File: src/rtl/shifter_pkg.sv
// Shared constants for the barrel shifter datapath: direction encodings
// and the default data width used when the top is instantiated bare.
package shifter_pkg;

  localparam int DEFAULT_WIDTH = 8;

  localparam logic DIR_LEFT  = 1'b1;
  localparam logic DIR_RIGHT = 1'b0;

endpackage : shifter_pkg

File: src/rtl/barrel_stage.sv
// One stage of the barrel shifter mux network: a logical right shift by a
// fixed power-of-two amount, or a straight pass-through when not enabled.
module barrel_stage #(
  parameter int WIDTH = 8,
  parameter int SHIFT = 1
) (
  input  logic [WIDTH-1:0] d,
  input  logic             en,
  output logic [WIDTH-1:0] q
);

  // Select between the shifted word and the untouched word for this stage
  always_comb begin
    q = d;
    if (en) begin
      q = d >> SHIFT;
    end
  end

endmodule : barrel_stage

File: src/rtl/barrel_shifter.sv
// Registered logical barrel shifter. The stage chain only ever shifts
// right; a left shift is done by bit-reversing the word on the way in and
// again on the way out. The result lands in one output register, so the
// latency is exactly one clock.
module barrel_shifter
  import shifter_pkg::*;
#(
  parameter int WIDTH = DEFAULT_WIDTH
) (
  input  logic                     clk,
  input  logic                     rst_n,
  input  logic [WIDTH-1:0]         In,
  input  logic                     Lr,
  input  logic [$clog2(WIDTH)-1:0] n,
  input  logic                     in_valid,
  output logic [WIDTH-1:0]         Out,
  output logic                     out_valid
);

  localparam int SHW = $clog2(WIDTH);

  logic [WIDTH-1:0]          reversedIn;
  logic [WIDTH-1:0]          reversedResult;
  logic [WIDTH-1:0]          shifted;
  logic [SHW:0][WIDTH-1:0]   stageData;

  logic [WIDTH-1:0] outQ, outD;
  logic             validQ, validD;

  // Mirror the input word so that a left shift becomes a right shift
  always_comb begin
    reversedIn = '0;
    for (int i = 0; i < WIDTH; i++) begin
      reversedIn[i] = In[WIDTH-1-i];
    end
  end

  assign stageData[0] = (Lr == DIR_LEFT) ? reversedIn : In;

  // Stage k shifts right by 2^k when bit k of the shift amount is set
  for (genvar k = 0; k < SHW; k++) begin : gStage
    barrel_stage #(
      .WIDTH (WIDTH),
      .SHIFT (1 << k)
    ) uStage (
      .d  (stageData[k]),
      .en (n[k]),
      .q  (stageData[k+1])
    );
  end

  // Undo the input mirroring so a left shift ends up pointing toward the MSB
  always_comb begin
    reversedResult = '0;
    for (int i = 0; i < WIDTH; i++) begin
      reversedResult[i] = stageData[SHW][WIDTH-1-i];
    end
  end

  assign shifted = (Lr == DIR_LEFT) ? reversedResult : stageData[SHW];

  // Capture a new result only when the inputs are qualified, otherwise hold
  always_comb begin
    outD   = outQ;
    validD = in_valid;
    if (in_valid) begin
      outD = shifted;
    end
  end

  // Output register; reset clears both the result and its valid flag at once
  always_ff @(posedge clk or negedge rst_n) begin
    if (!rst_n) begin
      outQ   <= '0;
      validQ <= 1'b0;
    end else begin
      outQ   <= outD;
      validQ <= validD;
    end
  end

  assign Out       = outQ;
  assign out_valid = validQ;

endmodule : barrel_shifter

File: config.mk
export PLATFORM = sky130hd
export DESIGN_NAME = barrel_shifter
export DESIGN_NICKNAME = d
export VERILOG_FILES = /design/src/rtl/shifter_pkg.sv /design/src/rtl/barrel_stage.sv /design/src/rtl/barrel_shifter.sv
export SDC_FILE = /design/constraint.sdc
export NUM_CORES = 1
export LEC_CHECK = 0
export CORE_UTILIZATION = 47
export DETAILED_ROUTE_END_ITERATION = 7
export PLACE_DENSITY = 0.78
export SKIP_CTS_REPAIR_TIMING = 1
export SYNTH_ARGS = -nofsm -noshare
export SYNTH_HDL_FRONTEND = slang
export SYNTH_SLANG_ARGS = --single-unit
File: constraint.sdc
create_clock -name clk -period 1 [get_ports clk]
set_input_delay 0.25 -clock clk [delete_from_list [all_inputs] [get_ports clk]]
set_output_delay 0.25 -clock clk [all_outputs]
set_load 0.005 [all_outputs]
; ---- Word-level counts from Yosys, hierarchy flattened
; Cells that the tools add are included.
[totals]
reg_bits = 9
input_bits = 15
word_cells = 7
[op_classes]
mux = 5
[ops]
columns = operator, count
row1 = $mux 8, 5

; ---- Longest topological paths before layout
[depth]
word_depth = 5
depth_mapped = 6
ltp_nobuf = 4

; ---- Modules after synthesis
; A second synthesis with hierarchy kept.
[unflattened]
cells_unflattened = 72
area_unflattened_um2 = 864.6
[by_module_without_submodules]
columns = mod, instances, cells_per_inst, area_each_um2, seq_area_each_um2
row1 = barrel_shifter, 1, 45, 514.2, 225.2
row2 = barrel_stage (gStage[0].uStage), 1, 9, 125.1, 0.0
row3 = barrel_stage (gStage[1].uStage), 1, 9, 118.9, 0.0
row4 = barrel_stage (gStage[2].uStage), 1, 9, 106.4, 0.0

; ---- Worst setup path after synthesis
; No wires, ideal clock.
[synth_timing]
path_type = in2reg
from = input n[2]
to = register outQ[3], in the netlist Out[3]
arrival_ns = 1.228
required_ns = 0.920
slack_ns = -0.308
path_stages = 5
cell_sequence = buf_2 -> or3b_2 -> o31ai_1 -> o21ai_0 -> o211ai_2
[synth_via]
elab_chain_cells = 2
[synth_rtl]
columns = element, line_no
row1 = start: declaration, barrel_shifter.sv:14  ; input logic [$clog2(WIDTH)-1:0] n,
row2 = $mux 8, barrel_stage.sv:15  ; if (en) begin
row3 = $mux 8, barrel_shifter.sv:60  ; assign shifted = (Lr == DIR_LEFT) ? reversedResult : stageData[SHW];
row4 = end signal: assignment, barrel_shifter.sv:77  ; outQ <= outD;
row5 = end: declaration, barrel_shifter.sv:27  ; logic [WIDTH-1:0] outQ, outD;
; Every way passes these cells.
; A chain may end at the register's enable or synchronous reset.

; ---- Worst setup path after layout
[layout_timing]
from = input n[0]
to = register outQ[3], in the netlist Out[3]
[layout_via]
elab_chain_cells = 4
[layout_rtl]
columns = element, line_no
row1 = $mux 8 (3 in series), barrel_stage.sv:15
row2 = $mux 8, barrel_shifter.sv:60
; Every way passes these cells.

==> results_dict.tcl <==
set metrics [dict create \
    r2r_end "Out[3]" \
    power_density_nw_per_um2 923.4 \
    die_w_um 45.69 \
    syn_inst 100 \
    post-route-util_pct 83.83 \
    grt_pass1_wl_mm 3.732 \
    reg2reg_depth 3 \
    finalHoldViolCount 0 \
    synth_async_sr_flop_share_pct 100.0 \
    synth_cell_type_count 35 \
    grt_overflow 0 \
    fillers 110 \
    rrSetupSlack_ns 0.12 \
    path_clk_slew_ns 0.06 \
    p_clk_share_pct 21.3 \
    layout-drive-gt1-share_pct 54.00 \
    whs_ns 0.2673 \
    start_util_pct 50.85 \
    gr-usage-all-layers_pct 25.29 \
    status "finished, violations left" \
    rr_startpoint "Out[3]" \
    max_cap_violations 0 \
    gp_congestion 0.8680 \
    rsz0062_at_grt "true" \
    drc_errors 0 \
    combPwrFrac_pct 47.4 \
    met2_length_mm 1.714 \
    intPower_mw 0.9082 \
    p_sw_mw 0.4574 \
    areaGrowthSynthToFinish_pct 64.85 \
    wl_met3_um 273 \
    max_stage_delay_ns 0.41 \
    grt_pass1_vias 884 \
    via_per_inst 6.183 \
    cp_data_required_time_ns 1.19 \
    slowest_stage "or3b_4" \
    yosysWarnings 0 \
    total_power_mw 1.366 \
    clockRootBuffer "clkbuf_4" \
    cpLargestDelayFamily "compound AO/OA/AOI/OAI gates" \
    p_seq_share_pct 31.2 \
    setup_viol 15 \
    timing.fmax_mhz 853.6 \
    crit_fanout 6 \
    startpoint_type "input port" \
    io_pins 24 \
    portBuffers 23 \
    dp_worst_setup_slack_ns -0.9914 \
    crit_path_end_kind "flip-flop" \
    critPathKind "in2reg" \
    ant_nets 0 \
    finalClockSkew_ns 0 \
    power.leakage_nw 0.6944 \
    core_area_um2 1764 \
    path_buf_inv 2 \
    synth-edff-count 0 \
    dieArea_um2 2088 \
    wire_per_inst_um 18.81 \
    via_count 1082 \
    cts_tree "done" \
    min_period_ns 1.172 \
    worstMarginPinSlew_ns 0.3010 \
    mostFrequentLayoutCell "buf_4" \
    yosysSeqAreaShare_pct 25.10 \
    syn_area_um2 897.1 \
    ys_seq_elements 9 \
    syn_nets 115 \
    clk_path_buf_depth 2 \
    dp_hpwl_mm 1.920 \
    row_count 15 \
    ir_drop_mv 0.5072 \
    ys_dominant_reg_cell "dfrtp_1" \
    diodes 0 \
    violations "setup timing" \
    top_layer "met4" \
    fp.dieH_um 45.69 \
    finalCritPeriodShare_pct 117.2 \
    cp_cell_sequence "buf_12 > buf_8 > or3b_4 > o31ai_2 > o21ai_1 > o211ai_2" \
    htree_num_levels 1 \
    dr.pass1.iters 4 \
    wl_met1_mm 1.234 \
    wl_mm 3.291 \
    numClockSinks 9 \
    grt_max_degree 20 \
    antenna_found_initial 0 \
    hp-class "in2async" \
    relSlewSlack_pct 79.36 \
    clk_latency_ns 0.26 \
    num-nets-final 166 \
    crit_arrival_ns 1.36 \
    drt_iter0_drc 51 \
    cts_made_buffers 3 \
    swShare_pct 33.50 \
    slew_viol_final 0 \
    syn_avg_cell_area_um2 8.971 \
    final_cell_mix "26 x buf_4, 16 x clkbuf_2, 9 x dfrtp_1, 7 x nand2_1, 7 x nor2_1" \
    timing.final.ws_setup_ns -0.1715 \
]
worst reg2reg max path: stages, from the launching register on:
cell      delay (ns)
dfrtp_1         0.38
buf_4           0.13
o21ai_1         0.15
o211ai_2        0.10
cell type report:
class	instances	area (um^2)	area share (%)
Clock buffer	4	26.28	1.777
Timing Repair Buffer	55	452.9	30.63
Inverter	4	15.01	1.015
Sequential cell	9	225.2	15.23
Tap cell	25	31.28	2.115
Multi-Input combinational cell	78	728.2	49.24
worst max-delay path by stage:
stage               cells past startpoint  endpoint  slack (ns)  startpoint
floorplan                               5    Out[3]       -0.22        n[0]
global placement                        5    Out[2]       -0.95        n[0]
detailed placement                      6    Out[4]       -0.99        n[0]
CTS                                     6    Out[4]       -0.72        n[0]
global route                            6    Out[3]       -0.20        n[0]
finish                                  6    Out[3]       -0.17        n[0]
stage by stage:
step	cell area [um^2]	cells	TNS, ns
2_1_floorplan	919.6	100	-1.415
3_3_place_gp	1295	164	-7.740
3_5_place_dp	1295	164	-8.254
4_1_cts	1321	168	-8.607
5_1_grt	1479	175	-1.493
6_report	1479	175	-1.162
synthesized netlist by cell type, types with 2 or more instances:
library cell  instances  area (um^2)
and2_1                2        12.51
a21oi_1               3        15.01
nand2b_1              5        31.28
clkbuf_1              4        15.01
dfrtp_1               9        225.2
mux4_1                4        105.1
nor2_1                7        26.28
a2bb2oi_1             3        26.28
o22ai_1               3        18.77
o211ai_2              2        25.02
mux2i_1               9        90.09
o221ai_1              2        17.52
nor2b_1               4        25.02
o21ai_0               7        35.03
nand2_1               7        26.28
nand3_1               3        15.01
inv_1                 4        15.01
a31oi_1               3        18.77
buf_2                 3        15.01
state kept, by name, summed over array words and instances, names as in the netlist:
name	flops
Out	8
out_valid	1
metal layers:
layer  global-route usage, %  vias to the layer above
li1                        -                      477
met1                   28.75                      522
met2                   43.71                       73
met3                   1.984                       10
met4                   18.82                        0
met5                       0                        -
power by group through the flow:
| stage | sequential (mW) | clock (mW) | combinational, mW |
|---|---|---|---|
| floorplan | 0.433 | 0 | 0.261 |
| global placement | 0.428 | 0 | 0.518 |
| detailed placement | 0.430 | 0 | 0.533 |
| CTS | 0.424 | 0.286 | 0.535 |
| global route | 0.429 | 0.308 | 0.681 |
| finish | 0.426 | 0.292 | 0.648 |
cell families after synthesis:
logic type	after synthesis	synth area share, %
compound gates	29	22.87
xor+xnor	1	0.9765
buf+inv	13	7.112
flops	9	25.11
mux	15	24.69
simple gates	33	19.25
Power figures use the tool's default switching activity.
